### src/rtl/led_bounce_monitor_pkg.sv
// Shared types and helpers for the LED bounce monitor: bus widths, FSM states
// and the one-hot decoder used to turn the LED bus into a position.
package led_bounce_pkg;

    localparam int LED_W = 8;
    localparam int POS_W = 3;
    localparam int CNT_W = 26;
    localparam int CM_W  = 25;

    typedef enum logic [1:0] {IDLE, SYNC, TRACK} mon_state_t;

    typedef struct packed {
        logic             valid;
        logic [POS_W-1:0] idx;
    } onehot_t;

    function automatic onehot_t onehot_idx(input logic [LED_W-1:0] v);
        onehot_t r;
        r.valid = ($countones(v) == 1);
        r.idx   = '0;
        for (int i = 0; i < LED_W; i++) begin
            if (v[i]) r.idx = POS_W'(i);
        end
        return r;
    endfunction

endpackage

### src/rtl/led_bounce_monitor_if.sv
// Signal bundle between the LED bus source (master) and the bounce monitor (slave).
interface led_bounce_monitor_if import led_bounce_pkg::*; #(
    parameter int BCNT_W = 16
);
    logic [CM_W-1:0]   count_max;
    logic [LED_W-1:0]  led_in;
    logic              locked;
    logic [POS_W-1:0]  pos;
    logic              dir;
    logic              err_onehot;
    logic              err_step;
    logic              err_timing;
    logic              err_sticky;
    logic [BCNT_W-1:0] bounce_count;

    modport master (
        output count_max, led_in,
        input  locked, pos, dir, err_onehot, err_step, err_timing, err_sticky, bounce_count
    );

    modport slave (
        input  count_max, led_in,
        output locked, pos, dir, err_onehot, err_step, err_timing, err_sticky, bounce_count
    );
endinterface

### src/rtl/led_bounce_monitor_dwell_timer.sv
// Saturating dwell counter with a tolerance window around count_max+1.
// early/late grade a finished dwell; stall flags one cycle past the window.
module dwell_timer import led_bounce_pkg::*; #(
    parameter int TOL = 1
) (
    input  logic            clk,
    input  logic            reset,
    input  logic            i_clear,
    input  logic [CM_W-1:0] i_count_max,
    output logic            o_early,
    output logic            o_late,
    output logic            o_stall
);

    logic [CNT_W-1:0] r_cnt;
    logic [CNT_W-1:0] w_dwell;
    logic [CNT_W-1:0] w_tol;
    logic [CNT_W-1:0] w_lo;
    logic [CNT_W-1:0] w_hi;

    always_ff @(posedge clk) begin
        if (reset) begin
            r_cnt <= '0;
        end else if (i_clear) begin
            r_cnt <= CNT_W'(1);
        end else if (r_cnt != {CNT_W{1'b1}}) begin
            r_cnt <= r_cnt + CNT_W'(1);
        end
    end

    // lo never drops below 1 so a tiny count_max still has a sane window
    assign w_dwell = {1'b0, i_count_max} + CNT_W'(1);
    assign w_tol   = CNT_W'(TOL);
    assign w_lo    = (w_dwell > w_tol) ? (w_dwell - w_tol) : CNT_W'(1);
    assign w_hi    = w_dwell + w_tol;

    assign o_early = (r_cnt < w_lo);
    assign o_late  = (r_cnt > w_hi);
    assign o_stall = (r_cnt == (w_hi + CNT_W'(1)));

endmodule

### src/rtl/led_bounce_monitor.sv
// Passive receiver for the bouncing one-hot LED bus: recovers position and
// direction, counts end reversals and flags one-hot, step and dwell errors.
module led_bounce_monitor import led_bounce_pkg::*; #(
    parameter int TOL    = 1,
    parameter int BCNT_W = 16
) (
    input  logic             CLK_50M,
    input  logic             reset,
    led_bounce_monitor_if.slave bus
);

    mon_state_t        r_state;
    logic [LED_W-1:0]  r_ledQ;
    logic [LED_W-1:0]  r_ledP;
    logic [POS_W-1:0]  r_pos;
    logic              r_dir;
    logic              r_locked;
    logic              r_errOnehot;
    logic              r_errStep;
    logic              r_errTiming;
    logic              r_errSticky;
    logic [BCNT_W-1:0] r_bounce;

    onehot_t           w_oh;
    logic              w_change;
    logic              w_early;
    logic              w_late;
    logic              w_stall;
    logic [POS_W:0]    w_posExt;
    logic [POS_W:0]    w_idxExt;
    logic              w_adjUp;
    logic              w_adjDown;
    logic [POS_W-1:0]  w_nextPos;
    logic              w_nextDir;
    logic              w_reflect;

    assign w_oh     = onehot_idx(r_ledQ);
    assign w_change = (r_ledQ != r_ledP);

    dwell_timer #(.TOL(TOL)) u_dwell (
        .clk         (CLK_50M),
        .reset       (reset),
        .i_clear     (w_change),
        .i_count_max (bus.count_max),
        .o_early     (w_early),
        .o_late      (w_late),
        .o_stall     (w_stall)
    );

    // Widened compare so 7 and 0 are never mistaken for neighbours
    assign w_posExt  = {1'b0, r_pos};
    assign w_idxExt  = {1'b0, w_oh.idx};
    assign w_adjUp   = (w_idxExt == w_posExt + (POS_W+1)'(1));
    assign w_adjDown = (w_posExt == w_idxExt + (POS_W+1)'(1));

    always_comb begin
        w_nextPos = r_pos;
        w_nextDir = r_dir;
        w_reflect = 1'b0;
        if (r_dir && r_pos == POS_W'(LED_W-1)) begin
            w_nextPos = POS_W'(LED_W-2);
            w_nextDir = 1'b0;
            w_reflect = 1'b1;
        end else if (!r_dir && r_pos == '0) begin
            w_nextPos = POS_W'(1);
            w_nextDir = 1'b1;
            w_reflect = 1'b1;
        end else if (r_dir) begin
            w_nextPos = r_pos + POS_W'(1);
        end else begin
            w_nextPos = r_pos - POS_W'(1);
        end
    end

    always_ff @(posedge CLK_50M) begin
        if (reset) begin
            r_state     <= IDLE;
            r_ledQ      <= '0;
            r_ledP      <= '0;
            r_pos       <= '0;
            r_dir       <= 1'b1;
            r_locked    <= 1'b0;
            r_errOnehot <= 1'b0;
            r_errStep   <= 1'b0;
            r_errTiming <= 1'b0;
            r_errSticky <= 1'b0;
            r_bounce    <= '0;
        end else begin
            r_ledQ      <= bus.led_in;
            r_ledP      <= r_ledQ;
            r_errOnehot <= 1'b0;
            r_errStep   <= 1'b0;
            r_errTiming <= 1'b0;
            case (r_state)
                IDLE: begin
                    if (w_oh.valid) begin
                        r_state <= SYNC;
                        r_pos   <= w_oh.idx;
                    end else if (w_change) begin
                        r_errOnehot <= 1'b1;
                        r_errSticky <= 1'b1;
                    end
                end
                // Phase is unknown here, so the first legal step is not timed
                SYNC: begin
                    if (w_change) begin
                        if (!w_oh.valid) begin
                            r_errOnehot <= 1'b1;
                            r_errSticky <= 1'b1;
                            r_state     <= IDLE;
                        end else if (w_adjUp || w_adjDown) begin
                            r_pos    <= w_oh.idx;
                            r_dir    <= w_adjUp;
                            r_locked <= 1'b1;
                            r_state  <= TRACK;
                        end else begin
                            r_errStep   <= 1'b1;
                            r_errSticky <= 1'b1;
                            r_pos       <= w_oh.idx;
                        end
                    end
                end
                TRACK: begin
                    if (w_change) begin
                        if (!w_oh.valid) begin
                            r_errOnehot <= 1'b1;
                            r_errSticky <= 1'b1;
                            r_locked    <= 1'b0;
                            r_state     <= IDLE;
                        end else if (w_oh.idx == w_nextPos) begin
                            r_pos <= w_oh.idx;
                            r_dir <= w_nextDir;
                            if (w_reflect) r_bounce <= r_bounce + BCNT_W'(1);
                            if (w_early || w_late) begin
                                r_errTiming <= 1'b1;
                                r_errSticky <= 1'b1;
                            end
                        end else begin
                            r_errStep   <= 1'b1;
                            r_errSticky <= 1'b1;
                            r_pos       <= w_oh.idx;
                            r_locked    <= 1'b0;
                            r_state     <= SYNC;
                        end
                    end else if (w_stall) begin
                        r_errTiming <= 1'b1;
                        r_errSticky <= 1'b1;
                        r_locked    <= 1'b0;
                        r_state     <= SYNC;
                    end
                end
                default: r_state <= IDLE;
            endcase
        end
    end

    assign bus.locked       = r_locked;
    assign bus.pos          = r_pos;
    assign bus.dir          = r_dir;
    assign bus.err_onehot   = r_errOnehot;
    assign bus.err_step     = r_errStep;
    assign bus.err_timing   = r_errTiming;
    assign bus.err_sticky   = r_errSticky;
    assign bus.bounce_count = r_bounce;

endmodule
### src/flat_wrapper.sv
// flat-port wrapper written by rule: the top's interface ports become plain ports
module led_bounce_monitor_flat import led_bounce_pkg::*;
#(
    parameter int TOL    = 1,
    parameter int BCNT_W = 16
)
  (CLK_50M, reset, bus_count_max, bus_led_in, bus_locked, bus_pos, bus_dir, bus_err_onehot, bus_err_step, bus_err_timing, bus_err_sticky, bus_bounce_count);
  led_bounce_monitor_if #(.BCNT_W(BCNT_W)) bus_i ();
  input  logic CLK_50M;
  input  logic reset;
  input wire logic [$bits(bus_i.count_max)-1:0] bus_count_max;
  input wire logic [$bits(bus_i.led_in)-1:0] bus_led_in;
  output wire logic [$bits(bus_i.locked)-1:0] bus_locked;
  output wire logic [$bits(bus_i.pos)-1:0] bus_pos;
  output wire logic [$bits(bus_i.dir)-1:0] bus_dir;
  output wire logic [$bits(bus_i.err_onehot)-1:0] bus_err_onehot;
  output wire logic [$bits(bus_i.err_step)-1:0] bus_err_step;
  output wire logic [$bits(bus_i.err_timing)-1:0] bus_err_timing;
  output wire logic [$bits(bus_i.err_sticky)-1:0] bus_err_sticky;
  output wire logic [$bits(bus_i.bounce_count)-1:0] bus_bounce_count;
  assign bus_i.count_max = bus_count_max;
  assign bus_i.led_in = bus_led_in;
  assign bus_locked = bus_i.locked;
  assign bus_pos = bus_i.pos;
  assign bus_dir = bus_i.dir;
  assign bus_err_onehot = bus_i.err_onehot;
  assign bus_err_step = bus_i.err_step;
  assign bus_err_timing = bus_i.err_timing;
  assign bus_err_sticky = bus_i.err_sticky;
  assign bus_bounce_count = bus_i.bounce_count;
  led_bounce_monitor #(.TOL(TOL), .BCNT_W(BCNT_W)) u_core (.CLK_50M(CLK_50M), .reset(reset), .bus(bus_i));
endmodule
### config.mk
export PLATFORM = sky130hd
export DESIGN_NAME = led_bounce_monitor_flat
export DESIGN_NICKNAME = d
export VERILOG_FILES = /design/src/rtl/led_bounce_monitor_pkg.sv /design/src/rtl/led_bounce_monitor_if.sv /design/src/rtl/led_bounce_monitor_dwell_timer.sv /design/src/rtl/led_bounce_monitor.sv /design/src/flat_wrapper.sv
export SDC_FILE = /design/constraint.sdc
export NUM_CORES = 1
export LEC_CHECK = 0
export CAP_MARGIN = 20
export CORE_MARGIN = 1.5
export CORE_UTILIZATION = 48
export DETAILED_ROUTE_END_ITERATION = 8
export MAX_ROUTING_LAYER = met4
export PLACE_DENSITY = 0.65
export SETUP_SLACK_MARGIN = 0.05
export SLEW_MARGIN = 40
export SYNTH_ARGS = -nofsm -noshare
export SYNTH_HDL_FRONTEND = slang
export SYNTH_SLANG_ARGS = --single-unit
### constraint.sdc
create_clock -name CLK_50M -period 9.31 [get_ports CLK_50M]
set_input_delay 1.862 -clock CLK_50M [delete_from_list [all_inputs] [get_ports CLK_50M]]
set_output_delay 1.862 -clock CLK_50M [all_outputs]
set_load 0.01 [all_outputs]
==> metrics <==
Setup CP Type=in2reg; Setup violations, final=0; Total Power=about 0.00099 W; Cells after Synth=~1.1k; Max H-tree Level=3; Final #Nets=1199; DP HPWL=approximately 17 mm; Synth top area share=0.168; Num CTS Buffers=9; layout cells sized above 1=0.0624; full die area=approximately 18000 µm²; post-synth net total=1174; Clock Latency Late Sink=340 ps; Layout area overhead=12.2%; Slew Viols, Final=0; Post-synth EDFFs=0; drc violations=0; pin slew with the least headroom to its limit=788 ps; Max Clk Rate=0.123 GHz; Critical Path Slowest Stage Cell=clkdlybuf4s50_1; clk_skew=between 5 and 6 ps; most frequent cells in the layout=nor2_1 (101), nand2_1 (85), xnor2_1 (81), ha_1 (74), dfxtp_1 (69); core outline area=16600 µm²; clock sink count=69; register area share after synthesis=0.168; Detailed Route Iter0 Violations=481; CTS max path bufs=2; CP Cell Sequence=clkdlybuf4s50_1 > ha_1 > nand4_2 > or4_4 > xnor2_4 > nor3_1 > nand3_1 > nor2_1 > nand3_1 > or3b_2 > nand2_1 > ha_1 > a21o_1 > a21o_1 > a21o_1 > a21o_1 > a21o_1 > a21o_1 > a21o_1 > a211oi_1 > a21oi_1 > a31oi_1 > nand2_1 > o21ai_1; number of synthesized register bits=69; worst path buffer plus inverter count=1; Slew headroom=0.461; mean cell area of the mapped netlist=7.75 µm²; io pins=60; Arr. time, crit path=8390 ps; largest net degree at the start of global routing=48; # resized after CTS=0; Post-Layout Cell Count=~1.3k; # fillers=1610; # diodes=0; Max IR drop VDD=about 110 µV; most used cell, CP=a21o_1; Synth area leader=dfxtp_1; fin crit period=8120 ps; clk root buf=clkbuf_16; Initial Util=0.493; Synth Cell Area=8210 µm²; fraction of registers with async set/reset=0; Critical Path End Type=flip-flop; first-pass GRT wire length=around 35 mm; clk slew on worst S/H paths=approximately 50 ps; routed vias/inst=5.90; ANT nets after route=0; startpoint types=input port; RSZ-0062 raised after global routing=no; Routed WL=21.2 mm; placed cell count=1294; outcome=finished clean; vias in the first global route=7008; top post-synthesis cells by area=dfxtp_1 (17%), ha_1 (11%), xnor2_1 (8.7%); Netlist cell types=between 90 and 100; die width=134 µm; cts hold-fix bufs=0; CP max FO=24; leakage=3.53 nW; warnings from Yosys=0; final period utilization=0.873; CP max stage delay=slightly above 800 ps; gr ovfl total=0; GRT Util Overall=0.249; WP data required=9580 ps; gpl congestion=around 0.95; Min Hold Slack=486 ps; # rows=47; IO Port Bufs=59; DR WL/cell=16.2 µm; most common cell after layout, fill and taps aside=nor2_1; Top FF cell, synth=dfxtp_1; antenna violations before repair=0; Design Area, Final=9220 µm²; Max-Cap Viols=0; postcts setup bufs=0; dpl cell area=8900 µm²; routed via count=7728; Final Hold Vio Count=0; router iterations before antenna repair=5; worst min-delay path class=reg2reg; P per Cell Area=108 nW/µm²; Die Y=134 µm; Setup TNS=0 ps; Top delay family on crit path=simple AND/OR/NAND/NOR gates; CTS tree=built
-- power by group --
part | internal (W) | switching, W
Combinational | 0.000152 | 0.000190
Sequential | 0.000313 | 0.0000208
Clock | 0.000193 | 0.000125
Total | 0.000659 | 0.000336
-- metrics by stage --
| stage | utilization | setup slack (ps) |
|---|---|---|
| finish | 0.554 | 1190 |
| global route | 0.554 | 680 |
| CTS | 0.552 | 1200 |
| detailed placement | 0.535 | 900 |
| global placement | 0.533 | 1090 |
| floorplan | - | 2660 |
-- cells in the mapped netlist (26+ instances only) --
cell type	n
nor2_1	101
nand2_1	85
xnor2_1	82
ha_1	74
dfxtp_1	69
xor2_1	55
nand3_1	43
a21oi_1	40
nand4_1	37
inv_1	36
nor3_1	34
o21ai_0	34
a21o_1	26
nor4_1	26
-- kinds of logic (layout without fill, tap and decap cells) --
kind of cell | Yosys count | after routing | synth area share
simple gates | 475 | 475 | 0.315
compound gates | 205 | 205 | 0.179
buf+inv | 84 | 114 | 0.0427
xor+xnor | 144 | 144 | 0.165
mux | 4 | 4 | 0.00503
fa+ha+maj | 79 | 79 | 0.125
flops | 69 | 69 | 0.168
-- layer usage --
metal  vias up  global-route usage  wire [µm]
li1       3933                   -          -
met1      3566               0.328       9950
met2       196               0.397       9870
met3        33              0.0276        837
met4         0              0.0815        520
met5         -                   -          0
-- registers in the layout, indices dropped and copies added, names as in the netlist --
signal and flops:
u_core.bus.locked 1, u_core.bus.err_step 1, u_core.r_ledQ 8, u_core.bus.err_timing 1
u_core.bus.bounce_count 16, u_core.r_ledP 8, u_core.bus.err_sticky 1, u_core.bus.err_onehot 1
u_core.bus.dir 1, u_core.r_state 2, u_core.u_dwell.r_cnt 26, u_core.bus.pos 3
-- worst register-to-register path, stage by stage (launching register included) --
cell,delay (ps)
dfxtp_1,410
inv_1,100
ha_1,290
inv_1,40
fa_1,340
inv_1,80
fa_1,420
ha_1,220
fa_1,440
or4b_2,730
nor2_1,170
and3_1,330
and3_1,240
nand3_1,170
nor2_1,310
nand3_1,140
xor2_1,160
nor2_1,60
-- area by class of cell --
type	instances	area, µm²	area share
Multi-Input combinational cell	907	6540	0.710
Sequential cell	69	1380	0.150
Timing Repair Buffer	61	601	0.0652
Tap cell	220	275	0.0299
Clock buffer	12	256	0.0278
Inverter	37	139	0.0151
Clock inverter	4	22.5	0.00244
-- final timing paths --
kind                                                   end  cells past startpoint  slack [ps]                                startpoint
setup / recovery        u_core.bus.err_sticky$_SDFFE_PP0P_                     24        1190                          bus_count_max[0]
hold / removal    u_core.bus.bounce_count[15]$_SDFFE_PP0P_                      2         490  u_core.bus.bounce_count[15]$_SDFFE_PP0P_
setup reg to reg  u_core.bus.bounce_count[14]$_SDFFE_PP0P_                     17        4520               u_core.r_ledQ[4]$_SDFF_PP0_
hold reg to reg   u_core.bus.bounce_count[15]$_SDFFE_PP0P_                      2         490  u_core.bus.bounce_count[15]$_SDFFE_PP0P_
(Power assumes the default switching activity.)
